$ cat src/rtl/handshake_arbiter.sv
// N-channel valid/ready arbiter merging producer streams onto one registered,
// channel-tagged consumer stream; round-robin or fixed priority, optional packet lock.
module handshake_arbiter #(
   parameter int unsigned VALUE_BITS  = 8,
   parameter int unsigned CHANNELS    = 4,
   parameter int unsigned ROUND_ROBIN = 1,
   parameter int unsigned LOCK_PACKET = 0,
   localparam int unsigned CB = ($clog2(CHANNELS) > 1) ? $clog2(CHANNELS) : 1
) (
   input  logic                           clock,
   input  logic                           reset,
   input  logic [CHANNELS*VALUE_BITS-1:0] i_value,
   input  logic [CHANNELS-1:0]            i_last,
   input  logic [CHANNELS-1:0]            i_valid,
   output logic [CHANNELS-1:0]            o_ready,
   output logic [VALUE_BITS-1:0]          o_value,
   output logic                           o_last,
   output logic [CB-1:0]                  o_channel,
   output logic                           o_valid,
   input  logic                           i_ready
);

   localparam int unsigned CW = CB + 1;

   typedef enum logic {
      IDLE   = 1'b0,
      LOCKED = 1'b1
   } lock_state_t;

   lock_state_t            state;
   lock_state_t            state_next;
   logic [CB-1:0]          lock_ch;
   logic [CB-1:0]          lock_ch_next;
   logic [CB-1:0]          ptr;
   logic [CB-1:0]          ptr_next;
   logic [CB-1:0]          ptr_inc;
   logic                   found;
   logic [CB-1:0]          gidx;
   logic [CW-1:0]          cand;
   logic                   load_en;
   logic                   accept;
   logic [VALUE_BITS-1:0]  sel_value;
   logic                   sel_last;

   // Grant search: locked channel only, else rotating or lowest-index priority
   always_comb begin
      found = 1'b0;
      gidx  = '0;
      cand  = '0;
      if (state == LOCKED) begin
         found = i_valid[lock_ch];
         gidx  = lock_ch;
      end else if (ROUND_ROBIN != 0) begin
         for (int j = 0; j < CHANNELS; j++) begin
            cand = {1'b0, ptr} + CW'(j);
            if (cand >= CW'(CHANNELS)) begin
               cand = cand - CW'(CHANNELS);
            end
            if (!found && i_valid[cand[CB-1:0]]) begin
               found = 1'b1;
               gidx  = cand[CB-1:0];
            end
         end
      end else begin
         for (int j = 0; j < CHANNELS; j++) begin
            if (!found && i_valid[j]) begin
               found = 1'b1;
               gidx  = CB'(j);
            end
         end
      end
   end

   assign load_en = !o_valid | i_ready;
   assign accept  = found & load_en & !reset;
   assign o_ready = accept ? (CHANNELS'(1) << gidx) : '0;
   assign ptr_inc = (gidx == CB'(CHANNELS - 1)) ? '0 : gidx + CB'(1);

   // Payload mux for the granted channel
   always_comb begin
      sel_value = '0;
      sel_last  = 1'b0;
      for (int j = 0; j < CHANNELS; j++) begin
         if (gidx == CB'(j)) begin
            sel_value = i_value[j*VALUE_BITS +: VALUE_BITS];
            sel_last  = i_last[j];
         end
      end
   end

   always_ff @(posedge clock) begin
      if (reset) begin
         state   <= IDLE;
         lock_ch <= '0;
         ptr     <= '0;
      end else begin
         state   <= state_next;
         lock_ch <= lock_ch_next;
         ptr     <= ptr_next;
      end
   end

   // Lock FSM and pointer advance; in lock mode the pointer moves only on packet end
   always_comb begin
      state_next   = state;
      lock_ch_next = lock_ch;
      ptr_next     = ptr;
      if (accept) begin
         if (LOCK_PACKET != 0) begin
            case (state)
               IDLE: begin
                  if (!sel_last) begin
                     state_next   = LOCKED;
                     lock_ch_next = gidx;
                  end
               end
               LOCKED: begin
                  if (sel_last) begin
                     state_next = IDLE;
                  end
               end
            endcase
            if (sel_last && (ROUND_ROBIN != 0)) begin
               ptr_next = ptr_inc;
            end
         end else if (ROUND_ROBIN != 0) begin
            ptr_next = ptr_inc;
         end
      end
   end

   // One-entry output register: load wins over drain, holds data when drained
   always_ff @(posedge clock) begin
      if (reset) begin
         o_valid   <= 1'b0;
         o_value   <= '0;
         o_last    <= 1'b0;
         o_channel <= '0;
      end else if (accept) begin
         o_valid   <= 1'b1;
         o_value   <= sel_value;
         o_last    <= sel_last;
         o_channel <= gidx;
      end else if (i_ready) begin
         o_valid   <= 1'b0;
      end
   end

endmodule

$ cat config.mk
export PLATFORM = sky130hd
export DESIGN_NAME = handshake_arbiter
export DESIGN_NICKNAME = d
export VERILOG_FILES = /design/src/rtl/handshake_arbiter.sv
export SDC_FILE = /design/constraint.sdc
export NUM_CORES = 1
export LEC_CHECK = 0
export BUFFER_PORTS_ARGS = -buffer_cell sky130_fd_sc_hd__buf_2
export CORE_MARGIN = 2
export CORE_UTILIZATION = 30
export CTS_BUF_LIST = sky130_fd_sc_hd__clkbuf_16
export DETAILED_ROUTE_END_ITERATION = 10
export HOLD_SLACK_MARGIN = 0.1
export PLACE_DENSITY = 0.63
export SLEW_MARGIN = 20
export SYNTH_ARGS = -nofsm -noshare
export SYNTH_HDL_FRONTEND = slang
export SYNTH_SLANG_ARGS = --single-unit
$ cat constraint.sdc
create_clock -name clock -period 2.8 [get_ports clock]
set_clock_uncertainty 0.2 [all_clocks]
set_input_delay 0.14 -clock clock [delete_from_list [all_inputs] [get_ports clock]]
set_output_delay 0.14 -clock clock [all_outputs]
set_load 0.05 [all_outputs]
# [Word level (Yosys, flattened, before mapping)]
# Cells that the tools add are included.
[totals] regBits=14 input_bits=43 out_inout_bits=16 elab_cells=70
[op_classes] add_sub_neg=8 n_lt_le_gt_ge=8 eq_ne=3 shift=1 n_mux=32 bitwise=3 reduce_logical=10
[ops] op="2-to-1 mux 8 bit" n=4
[ops] op="2-to-1 mux 2 bit" n=9
[ops] op="2-to-1 mux 1 bit" n=14
[ops] op="< comparator 2 x 3 -> 1 bit (second input constant)" n=4
[ops] op="greater-or-equal comparator 3 bit (second input constant)" n=3
[ops] op="binary-select mux 1 bit (select 2 bit)" n=4
[ops] op="subtractor 2 x 1 -> 2 bit (second input constant)" n=4
[ops] op="adder 2 x 2 -> 3 bit (second input constant)" n=2
[ops] op="zero test 1 bit" n=5
[ops] op="== test 2 bit (second input constant)" n=2
[ops] op="2-to-1 mux 4 bit" n=1
[ops] op="left shift 1 x 2 -> 4 bit (first input constant)" n=1
[ops] op="adder 2 x 1 -> 3 bit (second input constant)" n=1
[ops] op="greater-or-equal comparator 2 x 3 -> 1 bit (second input constant)" n=1
[ops] op="logical AND 1 bit" n=3
[ops] op="adder 2 x 1 -> 2 bit (second input constant)" n=1
[ops] op="AND 1 bit" n=2
[ops] op="== test 2 x 1 -> 1 bit (second input constant)" n=1
[ops] op="zero test 2 bit" n=1
[ops] op="nonzero test 2 bit" n=1
[ops] op="bitwise OR 1 bit" n=1

# [Logic depth before layout (Yosys ltp)]
# Gate-level depths: netlist of run 1.
[logic_depth] word_depth=19 mapped_depth=10 depth_no_buf=9

# [Least setup slack after synthesis of run 1]
# Ideal clock, no wire load.
[synth_timing] path_type="reg2out" start="reg ptr[1]" end="out o_ready[1]" t_arrival_ps=1941 path_slack_ps=519 path_stages_with_launch=7 n_path_buf=2 path_cell_list="dfxtp_1 -> a21boi_0 -> o32ai_1 -> ha_1 -> buf_2 -> clkbuf_1 -> and2_1"
[synth_via] elab_chain_len=17 word_cells_on_any_way=41
[synth_lines] element="start, declared" line_no="34" rtl="logic [CB-1:0] ptr;"
[synth_lines] element="start signal, assigned" line_no="99" rtl="ptr <= ptr_next;"
[synth_lines] element="branches (longest 16 deep; another with adder 2 x 1 -> 3 bit)"
[synth_lines] element="2-to-1 mux 4 bit (*)" line_no="76" rtl="assign o_ready = accept ? (CHANNELS'(1) << gidx) : '0;"
[synth_lines] element="end, declared" line_no="15" rtl="output logic [CHANNELS-1:0] o_ready,"
# Mark *: on every way between the ends. The select of a mux whose other input is x is not followed.

# [Worst setup path after layout of run 1]
[layout_timing] start="reg ptr[0]" end="out o_ready[2]"
[layout_via] word_cells_on_any_way=41
[layout_lines] element="branches (longest 13 deep; another with adder 2 x 1 -> 3 bit)"
[layout_lines] element="2-to-1 mux 2 bit (*)" line_no="59" rtl="if (!found && i_valid[cand[CB-1:0]]) begin"
[layout_lines] element="net gidx[0]" line_no="38" rtl="logic [CB-1:0] gidx;"
[layout_lines] element="left shift 1 x 2 -> 4 bit (*)" line_no="76"
[layout_lines] element="2-to-1 mux 4 bit (*)" line_no="76"
# Mark *: on every way through the listed nets, which the timed path passes. The select of a mux whose other input is x is not followed.

==> results.md, run 1 <==
* Die ar. at 0.003819 mm²
* Hpwl dp at 2153 µm
* Synth warnings at 0
* Die width at 61.80 µm
* Critical path cell sequence: nor2b_1 > nor2_1 > o221a_2 > inv_1 > ha_1 > and2_1 > buf_2
* Synth Area in XOR/XNOR at 0
* Area of the core at ~0.0031 mm²
* Clk Latency, worst-skew pair at 0.25 ns
* Synthesis-stage register bit count at 14
* Async set-reset flop share out of synthesis at 0
* Initial antenna violation count at 0
* Gp weighted congestion at 0.7405
* Crit start category: flip-flop
* Cell taking the most area after synthesis: dfxtp_1
* Post-Synth Simple-Gate Area at 0.2609
* Crit path DAT at 2.12 ns
* Post-synthesis mux area share at 0
* Starting density of the core at 0.3204
* Yosys cell types at 28
* Avg Cell Area, Syn at 7.535 µm²
* Number of core rows at 20
* Largest net degree at the start of global routing at 21
* Worst hold stages at 2
* GR Util All Layers at 0.1613
* Main synth FF type: dfxtp_1
* WP depth at 7
* Vias in the first global route at 1107
* Fin crit period at 2.459 ns
* Layout Cells excl Fill at 244
* CP max stage cell: ha_1
* Clock tree buffer depth at 2
* CTS buffer count at 3
* WS Path Type: flip-flop to primary output
* Wire per inst at 12.26 µm
* First-pass GRT wire length at about 4600 µm
* # diodes at 0
* Slew Viols, Final at 0
* Area grow syn2layout at 51.94%
* Cells after Synth at around 130
* Final hold viol count at 0
* Most numerous cell in the Yosys netlist: a21oi_1
* Clk sink count at 14
* Slowest stage delay, CP at 0.50 ns
* Clock transition at path regs at 0.05 ns
* Post-synthesis net count at 180
* Worst rel slew slack at 0.6336
* Setup TNS at 0 ns
* H-tree depth at 1
* Gr ovfl total at 0
* Worst path required time at between 2 and 2.5 ns
* Leak at 0.0007251 µW
* IO Count at 59
* RSZ-0062 raised after global routing: false
* # port buffers at 58
* 1st-iter DRT viols at 107
* Final WL at 2991 µm
* Main combinational cell family by area after synthesis: compound AO/OA/AOI/OAI gates
* Post-Syn Area at 0.001002 mm²
* EDFF count, synth at 0
* Vias per inst at 4.807
* Top cells by area, synth: dfxtp_1 (28%), a21oi_1 (9.0%), a221oi_2 (9.0%)
* Via count at between 1000 and 1500
* Share of layout cells above drive strength 1 at 0.3800
* Worst-path fanout max at 16
* TritonCTS clock tree: yes
* Least-Margin Pin Slew at approximately 0.55 ns
* Worst hold path class: input pin to flip-flop
* CTS Root Cell: clkbuf_16
* Crit end category: primary output
* Post-route ant nets at 0
* Synth cell count leaders: a21oi_1 (18), dfxtp_1 (14), nor2_1 (14)
* Compound-Gate Fraction of Synth Area at 0.3171
* Net count, final at 248
* Worst Hold Margin at ~0.11 ns
* Final setup fails at 0
* Dpl cells at 228
* Drc violations at 0
* Drt first pass iters at 4
* Area share of fa/ha/maj cells after synthesis at 0.04994
* P per Cell Area at 567.7 mW/mm²
* Status: complete, no violations
* Worst path buffer plus inverter count at 2
* Sequential-to-total area share from yosys stat at 0.2797
* Post-synth top area share at 0.2797
* Die Y at 61.80 µm
* Critical path's top delay family: adder cells
* Number of cells on the worst reg-to-reg path at 9
* Tcrit/Tclk final at 0.8780
* Peak VDD IR at 0.0002878 V
* Max Cap Viol at 0
* Fmax at 0.4067 GHz
## per-stage QoR
step,cell area [µm²],setup WS (ns),total power [µW],utilization
final,1523,0.3415,864.4,0.4868
after global routing,1523,0.07329,920.4,0.4868
after CTS,1518,0.08515,868.3,0.4852
after detailed placement,1319,0.3500,578.4,0.4216
after global placement,1319,0.3429,577.9,0.4216
after floorplan,1002,0.5193,485.6,-
## layout make-up
type                            count  area, µm²
Fill cell                         320       1605
Inverter                           11      41.29
Clock buffer                        3      75.07
Clock inverter                      1      3.754
Tap cell                           44      55.05
Multi-Input combinational cell     98      634.4
Sequential cell                    14      280.3
Timing Repair Buffer               73      432.9
## registers in the layout (all words and copies together) (netlist names)
| signal | flops |
|---|---|
| o_channel | 2 |
| ptr | 2 |
| o_valid | 1 |
| o_last | 1 |
| o_value | 8 |
## where the power goes
part | leakage (µW) | switching, µW | internal [µW]
clock | 0.0000385 | 84.9 | 189
sequential | 0.000116 | 13.9 | 223
combinational | 0.000570 | 225 | 128
total | 0.000725 | 324 | 540
## layout by cell type (no fill, tap or decap), types with 2 or more instances in the layout
| cell type | netlist | layout |
|---|---|---|
| ha_1 | 4 | 2 |
| nor2b_1 | 6 | 6 |
| nand2_1 | 10 | 10 |
| clkbuf_16 | 0 | 3 |
| dlygate4sd3_1 | 0 | 12 |
| a21oi_1 | 18 | 18 |
| and2_1 | 4 | 4 |
| nand3b_1 | 2 | 2 |
| o21ai_0 | 12 | 12 |
| inv_1 | 11 | 11 |
| a221oi_2 | 6 | 6 |
| a221oi_1 | 3 | 3 |
| ha_2 | 0 | 2 |
| dfxtp_1 | 14 | 14 |
| nor3_1 | 9 | 9 |
| nor2_1 | 14 | 14 |
| buf_2 | 2 | 58 |
| buf_4 | 1 | 3 |
## worst reg2reg max path: stages, from the launching register on
cell,delay [ns]
dfxtp_1,0.33
nor2b_1,0.14
nor2_1,0.07
o221a_2,0.28
inv_1,0.09
ha_1,0.50
buf_4,0.23
a21oi_1,0.06
a221oi_1,0.30
nor3_1,0.08
## layer usage
| layer | share of wire | vias up | wire (µm) | track usage |
|---|---|---|---|---|
| li1 | - | 605 | - | - |
| met1 | 0.46 | 512 | 1371 | 0.1844 |
| met3 | 0.072 | 7 | 214 | 0.02692 |
| met5 | 0 | - | 0 | 0 |
| met2 | 0.45 | 49 | 1339 | 0.2782 |
| met4 | 0.022 | 0 | 67 | 0.1003 |
## worst paths after layout
check                                                  to                 startpoint  slack [ns]
worst max-delay path                           o_ready[2]        ptr[0]$_SDFFE_PP0P_        0.34
worst min-delay path                  ptr[1]$_SDFFE_PP0P_                      reset        0.11
worst max register to register    o_value[3]$_SDFFE_PP0P_        ptr[0]$_SDFFE_PP0P_        0.39
worst min register to register  o_channel[0]$_SDFFE_PP0P_  o_channel[0]$_SDFFE_PP0P_        0.28
## logic make-up after synthesis
logic type,count (synthesis)
buffers and inverters,21
and+or+nand+nor,49
AOI/OAI and AO/OA,45
DFF,14
adders and majority gates,4
## timing repair
action                                 CTS  global route
setup endpoints to repair                0             2
setup buffers                            0             0
hold buffers                            12             0
resized for setup                        0             2
endpoints found under the hold margin   10             0
(Power assumes the default switching activity.)
==> run 2, diff against run 1 <==
- SETUP_SLACK_MARGIN: unset -> 0.5
==> results.md, run 2 (synthesis results as in run 1) <==
* Gp weighted congestion at 0.7405 (unchanged)
* Crit path DAT at 2.18 ns (+0.06 ns)
* Commonest non-fill, non-tap cells in the layout: buf_2 (56), a21oi_1 (18), nor2_1 (14)
* CTS Root Cell: clkbuf_16
* Gr ovfl total at 0 (unchanged)
* Critical path cell sequence: dlygate4sd3_1 > buf_2 > nor2b_2 > nor2b_1 > dlygate4sd3_1 > nor2_1 > dlygate4sd3_1
* Hpwl dp at 2153 µm (unchanged)
* Worst reg2reg setup slack at 0.61 ns (+0.22 ns)
* Largest net degree at the start of global routing at 21 (unchanged)
* Post-route ant nets at 0 (unchanged)
* Starting density of the core at 0.3204 (unchanged)
* CTS buffer count at 3 (unchanged)
* Area grow syn2layout at 60.92%
* Final WL at 3194 µm (+6.8%)
* Die ar. at 0.003819 mm² (unchanged)
* GR Util All Layers at 0.1621 (+0.0008532)
* # diodes at 0 (unchanged)
* H-tree depth at 1 (unchanged)
* Slew Viols, Final at 0 (unchanged)
* TritonCTS clock tree: yes
* P per Cell Area at 563.4 mW/mm² (-0.75%)
* Worst hold path class: input pin to flip-flop
* Worst-path fanout max at 3 (-13)
* WS Path Type: input pin to flip-flop
* RSZ-0062 raised after global routing: false
* Area of the core at 0.003128 mm² (unchanged)
* Max Cap Viol at 0 (unchanged)
* Commonest non-fill, non-tap cell in the layout: buf_2
* Worst Hold Margin at 0.1049 ns (-0.006813 ns)
* Met1 GRT Util at 0.1844 (unchanged)
* Dpl cell area at 0.001319 mm² (unchanged)
* CP max stage cell: dlygate4sd3_1
* 1st-iter DRT viols at 90 (-16%)
* Crit end category: flip-flop
* Clk Latency, worst-skew pair at 0.25 ns (about the same)
* Peak VDD IR at 0.0002865 V (-0.47%)
* Die width at 61.80 µm (unchanged)
* Tcrit/Tclk final at 0.7832 (-0.09482)
* Number of core rows at 20 (unchanged)
* Clock tree buffer depth at 2 (unchanged)
* Vias per inst at 4.976 (+3.5%)
* Drt first pass iters at 4 (unchanged)
* Final hold viol count at 0 (unchanged)
* Final setup fails at 0 (unchanged)
* Crit start category: input pin
* Largest register by flop count: o_value
* Met2 usage at 0.2812 (+0.003008)
* Drc violations at 0 (unchanged)
* Setup TNS at 0 ns (unchanged)
* First-pass GRT wire length at 4588 µm (+0.61%)
* Via count at 1224 (+4.3%)
* Worst rel slew slack at 0.7926 (+0.1590)
* Least-Margin Pin Slew at 0.3111 ns (-0.2386 ns)
* Share of layout cells above drive strength 1 at 0.4307 (+0.05069)
* Net count, final at 250 (+0.81%)
* # port buffers at 58 (unchanged)
* Vias in the first global route at 1119 (+1.1%)
* Initial antenna violation count at 0 (unchanged)
* Fmax at 0.4560 GHz (+12%)
* Max reg flops at 8 (unchanged)
* Wire per inst at 12.98 µm (+5.9%)
* Clock transition at path regs at 0.05 ns (about the same)
* IO Count at 59 (unchanged)
* Die Y at 61.80 µm (unchanged)
* Grt peak-use layer: met2
* Clk sink count at 14 (unchanged)
* Routing usage on met3 at 0.02692 (unchanged)
* Slowest stage delay, CP at 0.55 ns (+0.05 ns)
* Worst path required time at 2.79 ns (+0.33 ns)
* Post-route cell area at 0.001613 mm² (+5.9%)
* Status: complete, no violations
* Leak at 0.0007478 µW (+3.1%)
* Top Registers: o_value x8, o_channel x2, ptr x2
* Most used cell, CP: dlygate4sd3_1
* Fin crit period at 2.193 ns (-0.2655 ns)
[run 2: changes by cell type in the layout (fill, tap and decap cells not counted), moves of 2 or more]
cell,change
ha_1,-2
dfxtp_1,-2
inv_2,+2
o21ai_0,-2
ha_4,+3
inv_1,-2
o21ai_1,+2
buf_2,-2
buf_6,+2
dfxtp_2,+2
[run 2: final timing paths]
kind,cells after the start,startpoint,endpoint
max,7,i_ready,o_valid$_SDFFE_PP0P_
min,2,reset,ptr[1]$_SDFFE_PP0P_
max reg2reg,10,ptr[0]$_SDFFE_PP0P_,o_value[1]$_SDFFE_PP0P_
min reg2reg,2,o_channel[0]$_SDFFE_PP0P_,o_channel[0]$_SDFFE_PP0P_
[run 2: area by class of cell]
| type | instances | area, µm² |
|---|---|---|
| Clock buffer | 3 | 75.07 |
| Clock inverter | 1 | 3.754 |
| Fill cell | 313 | 1515 |
| Inverter | 11 | 41.29 |
| Multi-Input combinational cell | 98 | 694.4 |
| Sequential cell | 14 | 282.8 |
| Tap cell | 44 | 55.05 |
| Timing Repair Buffer | 75 | 460.4 |
[run 2: routing by layer]
layer	routed length, µm	vias to the layer above
met5	0	-
met4	67	0
met3	229	7
met2	1468	57
met1	1428	552
li1	-	608
[run 2: timing repair]
| item | 4_1_cts | 5_1_grt |
|---|---|---|
| setup endpoints to repair | 13 | 14 |
| pin swaps | 0 | 6 |
| resized for setup | 5 | 16 |
| buffers inserted | 0 | 2 |
| hold buffers | 12 | 0 |
| hold endpoints to repair | 10 | 0 |
| gates cloned | 0 | 0 |
[run 2: per-stage QoR]
| stage | total power [µW] | setup WS (ns) | utilization | cells |
|---|---|---|---|---|
| floorplan | 485.6 | 0.5193 | - | 133 |
| global placement | 577.9 | 0.3429 | 0.4216 | 228 |
| detailed placement | 578.4 | 0.3500 | 0.4216 | 228 |
| CTS | 873.5 | 0.3418 | 0.4892 | 244 |
| global route | 963.1 | 0.5064 | 0.5156 | 246 |
| finish | 908.7 | 0.6070 | 0.5156 | 246 |
[run 2: power by group]
| group | internal (µW) | switching, µW |
|---|---|---|
| clock network | 189 | 85.7 |
| logic | 152 | 243 |
| registers | 224 | 14.7 |
[run 2: worst max-delay path, delay by kind of cell]
family / cells / cell delay [ns]
buf+inv: 4 / 1.74
simple gates: 3 / 0.29
==> run 3, diff against run 2 <==
- ABC_AREA: unset -> 1
- PLACE_DENSITY: 0.63 -> 0.61
- clock period: 2.8 -> 2.15 ns (I/O delays scaled with it)
==> results.md, run 3 <==
* Largest net degree at the start of global routing at 18 (-14%)
* Wire per inst at 11.99 µm (-7.6%)
* Slew Viols, Final at 0 (unchanged)
* Fmax at 0.4206 GHz
* Final setup fails at 14 (+14)
* Starting density of the core at 0.3124 (-0.007985)
* Routing usage on met3 at 0.02385 (-0.003065)
* Synth cell count leaders: nand2_1 (81), o21ai_0 (20), a21oi_1 (18)
* Commonest non-fill, non-tap cell in the layout: nand2_1
* Worst-path fanout max at 6 (+3)
* Grt peak-use layer: met2
* Area of the core at 0.003689 mm² (+18%)
* Clock tree buffer depth at 2 (unchanged)
* IO Count at 59 (unchanged)
* Initial antenna violation count at 0 (unchanged)
* 1st-iter DRT viols at 51 (-43%)
* Final WL at 4005 µm (+25%)
* Final hold viol count at 0 (unchanged)
* Hpwl dp at 2744 µm (+27%)
* FILL cells at 375 (+20%)
* Die width at 65.98 µm (+6.8%)
* Worst hold path class: input pin to flip-flop
* Via count at 1547 (+26%)
* Clk sink count at 14 (unchanged)
* Area grow syn2layout at 86.10%
* Gr ovfl total at 0 (unchanged)
* Max Cap Viol at 0 (unchanged)
* Max reg flops at 8 (unchanged)
* Multi-input gate area at 978.4 µm² (+41%)
* Worst rel slew slack at 0.7609 (-0.03170)
* Clk Latency, worst-skew pair at 0.24 ns (about the same)
* Fin crit period at 2.378 ns
* TritonCTS clock tree: yes
* Top cells by area, synth: nand2_1 (26%), dfxtp_1 (24%), o21ai_0 (8.7%)
* Commonest non-fill, non-tap cells in the layout: nand2_1 (68), buf_2 (54), buf_4 (21)
* Failing checks: setup timing
* Post-synth top area share at 0.2638 (-0.01581)
* Dpl cells at 313 (+37%)
* Reg area at 287.8 µm² (+1.8%)
* Synthesis-stage register bit count at 14 (unchanged)
* First-pass GRT wire length at 6092 µm (+33%)
* Die ar. at 0.004353 mm² (+14%)
* Worst Hold Margin at 0.007613 ns (-0.09729 ns)
* Tcrit/Tclk final at 1.106
* Top Registers: o_value x8, o_channel x2, ptr x2
* Drt first pass iters at 4 (unchanged)
* Avg Cell Area, Syn at 5.879 µm² (-22%)
* Post-Syn Area at 0.001152 mm² (+15%)
* Post-route ant nets at 0 (unchanged)
* Share of layout cells above drive strength 1 at 0.5245 (+0.09378)
* Synth warnings at 0 (unchanged)
* Crit end category: flip-flop
* Crit path DAT at 2.35 ns (+0.17 ns)
* Number of core rows at 22 (+10%)
* Crit start category: flip-flop
* Worst path required time at 2.12 ns (-0.67 ns)
* Async set-reset flop share out of synthesis at 0 (unchanged)
* EDFF count, synth at 0 (unchanged)
* Main synth FF type: dfxtp_1
* Status: finished with violations
* Met1 GRT Util at 0.2270 (+0.04260)
* Final setup margin at -0.2278 ns (-0.8348 ns)
* # port buffers at 58 (unchanged)
* RSZ-0062 raised after global routing: true
* Least-Margin Pin Slew at 0.3573 ns (+0.04623 ns)
* Final core occ at 0.5814 (+0.06581)
* Gp weighted congestion at 0.8963 (+21%)
* Largest register by flop count: o_value
* Most numerous cell in the Yosys netlist: nand2_1
* # diodes at 0 (unchanged)
* Met2 usage at 0.3093 (+0.02814)
* GR Util All Layers at 0.1757 (+0.01356)
* Die Y at 65.98 µm (+6.8%)
* Post-synthesis net count at 243 (+35%)
* Clock transition at path regs at 0.05 ns (about the same)
* CTS Root Cell: clkbuf_16
* Cells after Synth at 196 (+47%)
* Yosys cell types at 21 (-25%)
* WS Path Type: flip-flop to flip-flop
* Drc violations at 0 (unchanged)
* Layout Cells excl Fill at 334 (+36%)
* CTS buffer count at 3 (unchanged)
* H-tree depth at 1 (unchanged)
* Sequential-to-total area share from yosys stat at 0.2432 (-0.03644)
* Cell taking the most area after synthesis: nand2_1
* Vias in the first global route at 1375 (+23%)
* Net count, final at 334 (+34%)
* Vias per inst at 4.632 (-6.9%)
==> run 3: cell count changes after synthesis, sizes merged, moves of 2 or more <==
cell,delta
a21oi,+2
a221oi,-9
and2,-4
inv,+7
nand2,+78
nand3,+10
nand3b,-2
nor2,-5
nor2b,-6
nor3,-10
o21ai,+10
==> run 3: final cells by class <==
| type | instances | area share |
|---|---|---|
| clock buffers | 3 | 0.03501 |
| clock inverters | 1 | 0.001750 |
| inverters | 18 | 0.03909 |
| multi-input cells | 156 | 0.4562 |
| flip-flops and latches | 14 | 0.1342 |
| well taps | 48 | 0.02800 |
| repair buffers | 93 | 0.3022 |
| repair inverters | 1 | 0.003501 |
==> run 3: stage by stage <==
step           setup WS [ns]  area (µm²)  setup TNS, ns
2_1_floorplan        0.01950        1262              0
3_3_place_gp         -0.2480        1695         -2.330
3_5_place_dp         -0.2800        1695         -2.688
4_1_cts              -0.1835        1993         -2.198
5_1_grt              -0.4002        2145         -4.418
6_report             -0.2278        2145         -2.372
==> run 3: kinds of logic after synthesis <==
group	synth area share
AO/OA/AOI/OAI	0.1998
adder cells (fa/ha/maj)	0.04343
buffers and inverters	0.1184
flip-flops	0.2432
AND/OR/NAND/NOR	0.3952
==> run 3: final timing paths <==
path,from,to,slack (ns),depth (start not counted)
max reg2reg,ptr[0]$_SDFFE_PP0P_,o_value[2]$_SDFFE_PP0P_,-0.23,16
max,ptr[0]$_SDFFE_PP0P_,o_value[2]$_SDFFE_PP0P_,-0.23,16
min,reset,ptr[0]$_SDFFE_PP0P_,0.008,2
min reg2reg,o_value[6]$_SDFFE_PP0P_,o_value[6]$_SDFFE_PP0P_,0.26,2
==> run 3: worst max-delay path, cell delays in order (launching register included) <==
cell	delay, ns
dfxtp_4	0.37
buf_6	0.13
nand2_2	0.06
o21ai_4	0.06
buf_4	0.13
a32oi_2	0.19
nand3_2	0.14
inv_2	0.12
ha_4	0.15
inv_4	0.04
nor2_4	0.15
nand2_1	0.07
nand2_1	0.05
o21ai_0	0.07
o21ai_1	0.15
nand2_1	0.08
a21oi_1	0.14
==> run 3: layer usage <==
metal / vias up / part of all wire
met1: 682 / 0.44
li1: 807 / -
met3: 4 / 0.067
met2: 54 / 0.49
met5: - / 0
met4: 0 / 0.0070
==> run 3: repair_timing <==
item,CTS,global route
setup buffers,3,5
endpoints found under the setup margin,18,18
gates resized for setup,40,26
hold endpoints to repair,11,10
pin swaps,16,21
hold buffers,5,1
gates cloned,3,0
Power of run 3 is not shown: default switching activity piles up to over one toggle a cycle in this logic, so the estimate is an artifact.
